===== src/rtl/plot_pkg.sv =====
// Shared types and helpers for the plot sink: screen geometry, FSM states,
// the FIFO entry layout and the pixel-address arithmetic.
package plot_pkg;

    localparam int DEF_SCR_W = 160;
    localparam int DEF_SCR_H = 120;
    localparam int ADDR_W    = 15;
    localparam int COLOUR_W  = 3;
    localparam int COUNT_W   = 16;

    typedef enum logic [1:0] {
        IDLE,
        DRAIN,
        CLEAR,
        DONE
    } state_t;

    typedef struct packed {
        logic [ADDR_W-1:0]   addr;
        logic [COLOUR_W-1:0] colour;
    } plot_entry_t;

    // Row-major address in 15-bit arithmetic; a constant width of 160 reduces
    // to (y<<7)+(y<<5)+x.
    function automatic logic [ADDR_W-1:0] pixel_addr(
        input logic [7:0]  x,
        input logic [6:0]  y,
        input int unsigned w
    );
        return ADDR_W'(y) * ADDR_W'(w) + ADDR_W'(x);
    endfunction

    function automatic logic [COUNT_W-1:0] sat_inc(input logic [COUNT_W-1:0] v);
        return (v == {COUNT_W{1'b1}}) ? v : v + COUNT_W'(1);
    endfunction

endpackage


===== src/rtl/plot_fifo.sv =====
// Small synchronous FIFO for plot entries; exposes the head and the entry
// behind it so the drain side can present back-to-back writes without a bubble.
module plot_fifo #(
    parameter int  DEPTH   = 8,
    parameter type entry_t = logic [17:0]
) (
    input  logic                   clk,
    input  logic                   rst_n,
    input  logic                   push,
    input  entry_t                 push_data,
    input  logic                   pop,
    output entry_t                 head,
    output entry_t                 second,
    output logic [$clog2(DEPTH):0] count,
    output logic                   full,
    output logic                   empty
);

    localparam int AW = $clog2(DEPTH);

    entry_t        mem [DEPTH];
    logic [AW-1:0] rd_ptr;
    logic [AW-1:0] wr_ptr;
    logic          do_push;
    logic          do_pop;

    assign empty   = (count == '0);
    assign full    = (count == (AW+1)'(DEPTH));
    assign do_pop  = pop && !empty;
    // A push into a full FIFO only lands when a pop frees the slot on the same edge.
    assign do_push = push && (!full || do_pop);
    assign head    = mem[rd_ptr];
    assign second  = mem[rd_ptr + AW'(1)];

    always_ff @(posedge clk or negedge rst_n) begin
        if (!rst_n) begin
            rd_ptr <= '0;
            wr_ptr <= '0;
            count  <= '0;
        end else begin
            if (do_push) begin
                wr_ptr <= wr_ptr + AW'(1);
            end
            if (do_pop) begin
                rd_ptr <= rd_ptr + AW'(1);
            end
            count <= count + (AW+1)'(do_push) - (AW+1)'(do_pop);
        end
    end

    always_ff @(posedge clk) begin
        if (do_push) begin
            mem[wr_ptr] <= push_data;
        end
    end

endmodule


===== src/rtl/plot_sink.sv =====
// Receiving end of the drawing-engine plot bus: bounds-checks and buffers plots,
// drains them to a ready-handshaked framebuffer port, and runs a full-screen clear.
module plot_sink #(
    parameter int FIFO_DEPTH = 8,
    parameter int SCR_W      = 160,
    parameter int SCR_H      = 120
) (
    input  logic        clk,
    input  logic        rst_n,
    input  logic [7:0]  vga_x,
    input  logic [6:0]  vga_y,
    input  logic [2:0]  vga_colour,
    input  logic        vga_plot,
    input  logic        clear_start,
    input  logic [2:0]  clear_colour,
    output logic        clear_done,
    output logic [14:0] fb_addr,
    output logic [2:0]  fb_wdata,
    output logic        fb_we,
    input  logic        fb_ready,
    output logic        overflow,
    output logic [15:0] plot_count,
    output logic [15:0] drop_count
);

    import plot_pkg::*;

    localparam int          CW        = $clog2(FIFO_DEPTH) + 1;
    localparam logic [14:0] LAST_ADDR = 15'(SCR_W * SCR_H - 1);

    state_t        state;
    plot_entry_t   push_entry;
    plot_entry_t   head;
    plot_entry_t   second;
    plot_entry_t   follow;
    logic [CW-1:0] fifo_count;
    logic          fifo_full;
    logic          fifo_empty;
    logic          in_range;
    logic          push;
    logic          pop;
    logic          more_after_pop;

    assign in_range   = (int'(vga_x) < SCR_W) && (int'(vga_y) < SCR_H);
    assign push       = vga_plot && in_range;
    assign pop        = (state == DRAIN) && fb_we && fb_ready;
    assign push_entry = '{addr: pixel_addr(vga_x, vga_y, SCR_W), colour: vga_colour};

    // After a drain handshake the next write is either the entry behind the head
    // or, when the head was the only one, the plot arriving on that same edge.
    assign more_after_pop = (fifo_count > CW'(1)) || push;
    assign follow         = (fifo_count > CW'(1)) ? second : push_entry;

    plot_fifo #(
        .DEPTH   (FIFO_DEPTH),
        .entry_t (plot_entry_t)
    ) u_fifo (
        .clk       (clk),
        .rst_n     (rst_n),
        .push      (push),
        .push_data (push_entry),
        .pop       (pop),
        .head      (head),
        .second    (second),
        .count     (fifo_count),
        .full      (fifo_full),
        .empty     (fifo_empty)
    );

    always_ff @(posedge clk or negedge rst_n) begin
        if (!rst_n) begin
            state      <= IDLE;
            fb_we      <= 1'b0;
            fb_addr    <= '0;
            fb_wdata   <= '0;
            clear_done <= 1'b0;
        end else begin
            case (state)
                IDLE: begin
                    if (clear_start) begin
                        state    <= CLEAR;
                        fb_we    <= 1'b1;
                        fb_addr  <= '0;
                        fb_wdata <= clear_colour;
                    end else if (!fifo_empty) begin
                        state    <= DRAIN;
                        fb_we    <= 1'b1;
                        fb_addr  <= head.addr;
                        fb_wdata <= head.colour;
                    end
                end
                DRAIN: begin
                    if (pop) begin
                        if (more_after_pop) begin
                            fb_addr  <= follow.addr;
                            fb_wdata <= follow.colour;
                        end else begin
                            fb_we <= 1'b0;
                            state <= IDLE;
                        end
                    end
                end
                // fb_addr doubles as the clear counter and fb_wdata holds the latched colour.
                CLEAR: begin
                    if (fb_ready) begin
                        if (fb_addr == LAST_ADDR) begin
                            fb_we      <= 1'b0;
                            clear_done <= 1'b1;
                            state      <= DONE;
                        end else begin
                            fb_addr <= fb_addr + 15'd1;
                        end
                    end
                end
                DONE: begin
                    if (!clear_start) begin
                        clear_done <= 1'b0;
                        if (!fifo_empty) begin
                            state    <= DRAIN;
                            fb_we    <= 1'b1;
                            fb_addr  <= head.addr;
                            fb_wdata <= head.colour;
                        end else begin
                            state <= IDLE;
                        end
                    end
                end
                default: begin
                    state <= IDLE;
                    fb_we <= 1'b0;
                end
            endcase
        end
    end

    always_ff @(posedge clk or negedge rst_n) begin
        if (!rst_n) begin
            plot_count <= '0;
            drop_count <= '0;
            overflow   <= 1'b0;
        end else begin
            if (pop) begin
                plot_count <= sat_inc(plot_count);
            end
            if (vga_plot && !in_range) begin
                drop_count <= sat_inc(drop_count);
            end
            if (push && fifo_full && !pop) begin
                overflow <= 1'b1;
            end
        end
    end

endmodule


===== config.mk =====
export PLATFORM = sky130hd
export DESIGN_NAME = plot_sink
export DESIGN_NICKNAME = d
export VERILOG_FILES = /design/src/rtl/plot_pkg.sv /design/src/rtl/plot_fifo.sv /design/src/rtl/plot_sink.sv
export SDC_FILE = /design/constraint.sdc
export NUM_CORES = 1
export LEC_CHECK = 0
export ABC_AREA = 1
export CAP_MARGIN = 20
export CORE_MARGIN = 5
export CORE_UTILIZATION = 54
export CTS_CLUSTER_DIAMETER = 80
export DETAILED_ROUTE_END_ITERATION = 10
export HOLD_SLACK_MARGIN = 0.12
export PLACE_DENSITY = 0.77
export SLEW_MARGIN = 20
export SYNTH_ARGS = -nofsm -noshare
export SYNTH_HDL_FRONTEND = slang
export SYNTH_SLANG_ARGS = --single-unit
export TNS_END_PERCENT = 20

===== constraint.sdc =====
create_clock -name clk -period 2.4 [get_ports clk]
set_clock_uncertainty 0.1 [all_clocks]
set_input_delay 0.72 -clock clk [delete_from_list [all_inputs] [get_ports clk]]
set_output_delay 0.72 -clock clk [all_outputs]
set_load 0.01 [all_outputs]

==> out/metrics.csv <==
metric;value;unit
nets;1583;
Largest stage delay, worst path;0.50;ns
Seq/Total Area, Yosys;49.7;%
first-pass GRT wire length;53300;µm
Synth Area per Inst;8.53;µm²
row cnt;54;
Vias/cell;5.82;
CP max stage cell;fa_2;
Core Util, Final;67.4;%
Primary FF master, synth;edfxtp_1;
VDD IR-drop max;0.621;mV
CTS root buffer;clkbuf_16;
Mapped Cells;1402;
Tcrit/Tclk final;99.3;%
total I/O pin count;79;
EDFF count, synth;144;
H-Tree Level Count;1;
Num CTS Buffers;23;
DR WL/cell;18.4;µm
routability cong.;0.945;
DR pass1 iterations;6;
Lkg Pwr;0.00628;µW
mapped cell area;12000;µm²
startpoint of the worst hold path;overflow;
worst reg2reg setup slack;0.15;ns
Slew HR;64.5;%
worst reg2reg endpoint;fb_addr[4];
PD cells;1290;nW/µm²
flops & latches, synth;209;
total number of yosys warnings;0;
worst-case hold slack;0.383;ns
Synth Net Count;1455;
worst-path fanout max;3;
share of the synthesized area in the top cell type;36.2;%
DR vias;10600;
area leader, netlist;edfxtp_1;
number of I/O port buffers;78;
unrepaired setup endpoints after global routing;true;
Setup CP Type;in -> reg;
Die H;159;µm
top post-synthesis cells by count;nand2_1 (262), inv_1 (169), nand3_1 (169), edfxtp_1 (144), o21ai_0 (130);
Die W;159;µm
R2R depth;11;
worst r2r src;u_fifo.rd_ptr[0];
startpoint types;input pin;
min cycle time layout;2.38;ns
Worst Path Arrival;2.69;ns
initial DRC count;1224;
setup violators final;0;
Tot GR Track Use;25.7;%
clk_lat worst skew;0.52;ns
antenna violations before repair;0;
Layout area overhead;22.9;%
worst hold endpoint;overflow;
Peak Freq;420;MHz
post-DP HPWL;22300;µm
critical-path cell list;buf_8, ha_4, ha_4, inv_2, fa_2, nor2_4, nand3_2, nand2_2, nand2_4, nor2_4, nand2_1, nand2_2, nand2_1, nand2_1, nand3_1, nand2_1, inv_1;
clock slew at reported path FFs;0.07;ns
Worst-Margin Slew;0.529;ns
Worst Setup End Kind;register;
final slew viol count;0;
core area;21800;µm²
Antenna Cells;0;
largest net degree at the start of global routing;94;
final hold violations;0;
outcome;completed;
most used cell, CP;nand2_1;
WL final;33700;µm
most common cell in the synthesized netlist;nand2_1;
Distinct cells, synth;43;
Antenna Violating Nets Remaining;0;
CTS tree;done;
Critical Path RT;2.71;ns
total gr overflow;0;
Hold Path Cell Cnt;2;
Sink Count;209;
total die area;25200;µm²
Async SR Flop Fraction;31.1;%
Area contributors post-synth;edfxtp_1 (36%), dfrtp_1 (14%), nand2_1 (8.2%);
layout cell share with drive strength beyond 1;15.2;%
Initial Util;54.8;%
drt drc;0;
vias in the first global route;10200;
min-delay worst type;reg -> reg;
MaxCap Viol Count;0;
Longest Clk Path Bufs;3;
## how the worst max path moves through the flow
stage	start	cells past startpoint	end	slack, ns
after floorplan	vga_y[3]	16	fb_addr[12]	-0.30
after global placement	vga_y[1]	11	u_fifo.mem[0][16]	-0.91
after detailed placement	vga_y[1]	17	fb_addr[12]	-0.95
after CTS	vga_y[5]	13	fb_addr[13]	-0.02
after global routing	vga_y[3]	15	fb_addr[13]	-0.09
final	vga_y[3]	17	fb_addr[12]	0.02
## cells by family (layout without fill, tap and decap cells)
logic type | Yosys count | count (layout) | synth area share [%]
AO/OA/AOI/OAI | 308 | 308 | 14.0
XOR/XNOR | 39 | 39 | 2.86
adder cells (fa/ha/maj) | 27 | 27 | 3.01
buffers and inverters | 247 | 391 | 9.07
flip-flops | 209 | 209 | 49.7
AND/OR/NAND/NOR | 572 | 572 | 21.3
## what timing repair did
action                                 in CTS  in global routing
endpoints found under the hold margin       2                  0
pin swaps                                  13                 26
gates cloned                                0                  1
setup buffers                               1                  2
setup endpoints to repair                  66                198
gates resized for setup                    39                 60
hold buffers                                1                  0
## routing by layer
| layer | share of wire, % | up-vias | wire length [µm] | global-route usage, % |
|---|---|---|---|---|
| met5 | 0 | - | 0 | 0 |
| met4 | 3.9 | 0 | 1300 | 10.2 |
| met3 | 9.9 | 95 | 3350 | 4.30 |
| met2 | 48 | 580 | 16100 | 42.4 |
| met1 | 39 | 4922 | 13000 | 34.0 |
| li1 | - | 5024 | - | - |
## state kept, by name, summed over array words and instances, names as in the netlist
name and cells:
clear_done 1, drop_count 16, fb_addr 15, fb_wdata 3
fb_we 1, overflow 1, plot_count 16, state 2
u_fifo.count 4, u_fifo.mem 144, u_fifo.rd_ptr 3, u_fifo.wr_ptr 3
## critical path: cells and delay by family
kind,cells,cell delay [ns]
buffers and inverters,3,0.17
adder cells (fa/ha/maj),3,0.90
AND/OR/NAND/NOR,11,0.91
## power by group
group	switching [µW]	total (µW)	internal [µW]
Sequential	535	5110	4580
Clock	1450	3480	2040
Combinational	6610	10400	3740
## area by class of cell
type                    count  area (µm²)
fillers                  1680        7120
flip-flops and latches    209        5970
multi-input cells         946        5230
repair buffers            169        1730
inverters                 181         682
clock buffers              26         608
well taps                 280         350
clock inverters            15         134
## layout by cell type, fill, tap and decap left out, types with 3 or more instances in the layout
cell	n
buf_12	19
xnor2_1	8
nand3_2	8
a21oi_1	121
nor3_2	5
nand2_1	247
ha_1	14
buf_4	68
nand3_1	163
nand3b_1	3
clkinv_2	4
nor2_4	9
clkinv_1	5
nor2_1	76
o21ai_2	4
o21ai_0	128
nand4_1	17
dfrtp_1	52
nor3_1	11
clkbuf_16	25
o211ai_1	42
buf_6	3
dlymetal6s2s_1	4
clkdlybuf4s50_1	67
nor2_2	7
inv_1	160
nand2_4	4
ha_4	8
xor2_1	28
dfrtp_2	12
a22oi_1	3
edfxtp_1	144
nor4_1	3
o21ai_1	3
nand2_2	15
inv_2	19
## per-stage QoR
| stage | setup TNS (ns) | power (µW) | setup WS (ns) | instance area [µm²] | std cells |
|---|---|---|---|---|---|
| after global placement | -119.99 | 14900 | -0.912 | 13600 | 1780 |
| after detailed placement | -132.63 | 15200 | -0.954 | 13600 | 1780 |
| after global routing | -0.451 | 20200 | -0.0934 | 14700 | 1826 |
| after floorplan | -21.35 | 11700 | -0.305 | 12000 | 1402 |
| after CTS | -0.128 | 18700 | -0.0234 | 14500 | 1823 |
| final | 0 | 18900 | 0.0171 | 14700 | 1826 |
(Power assumes the default switching activity.)
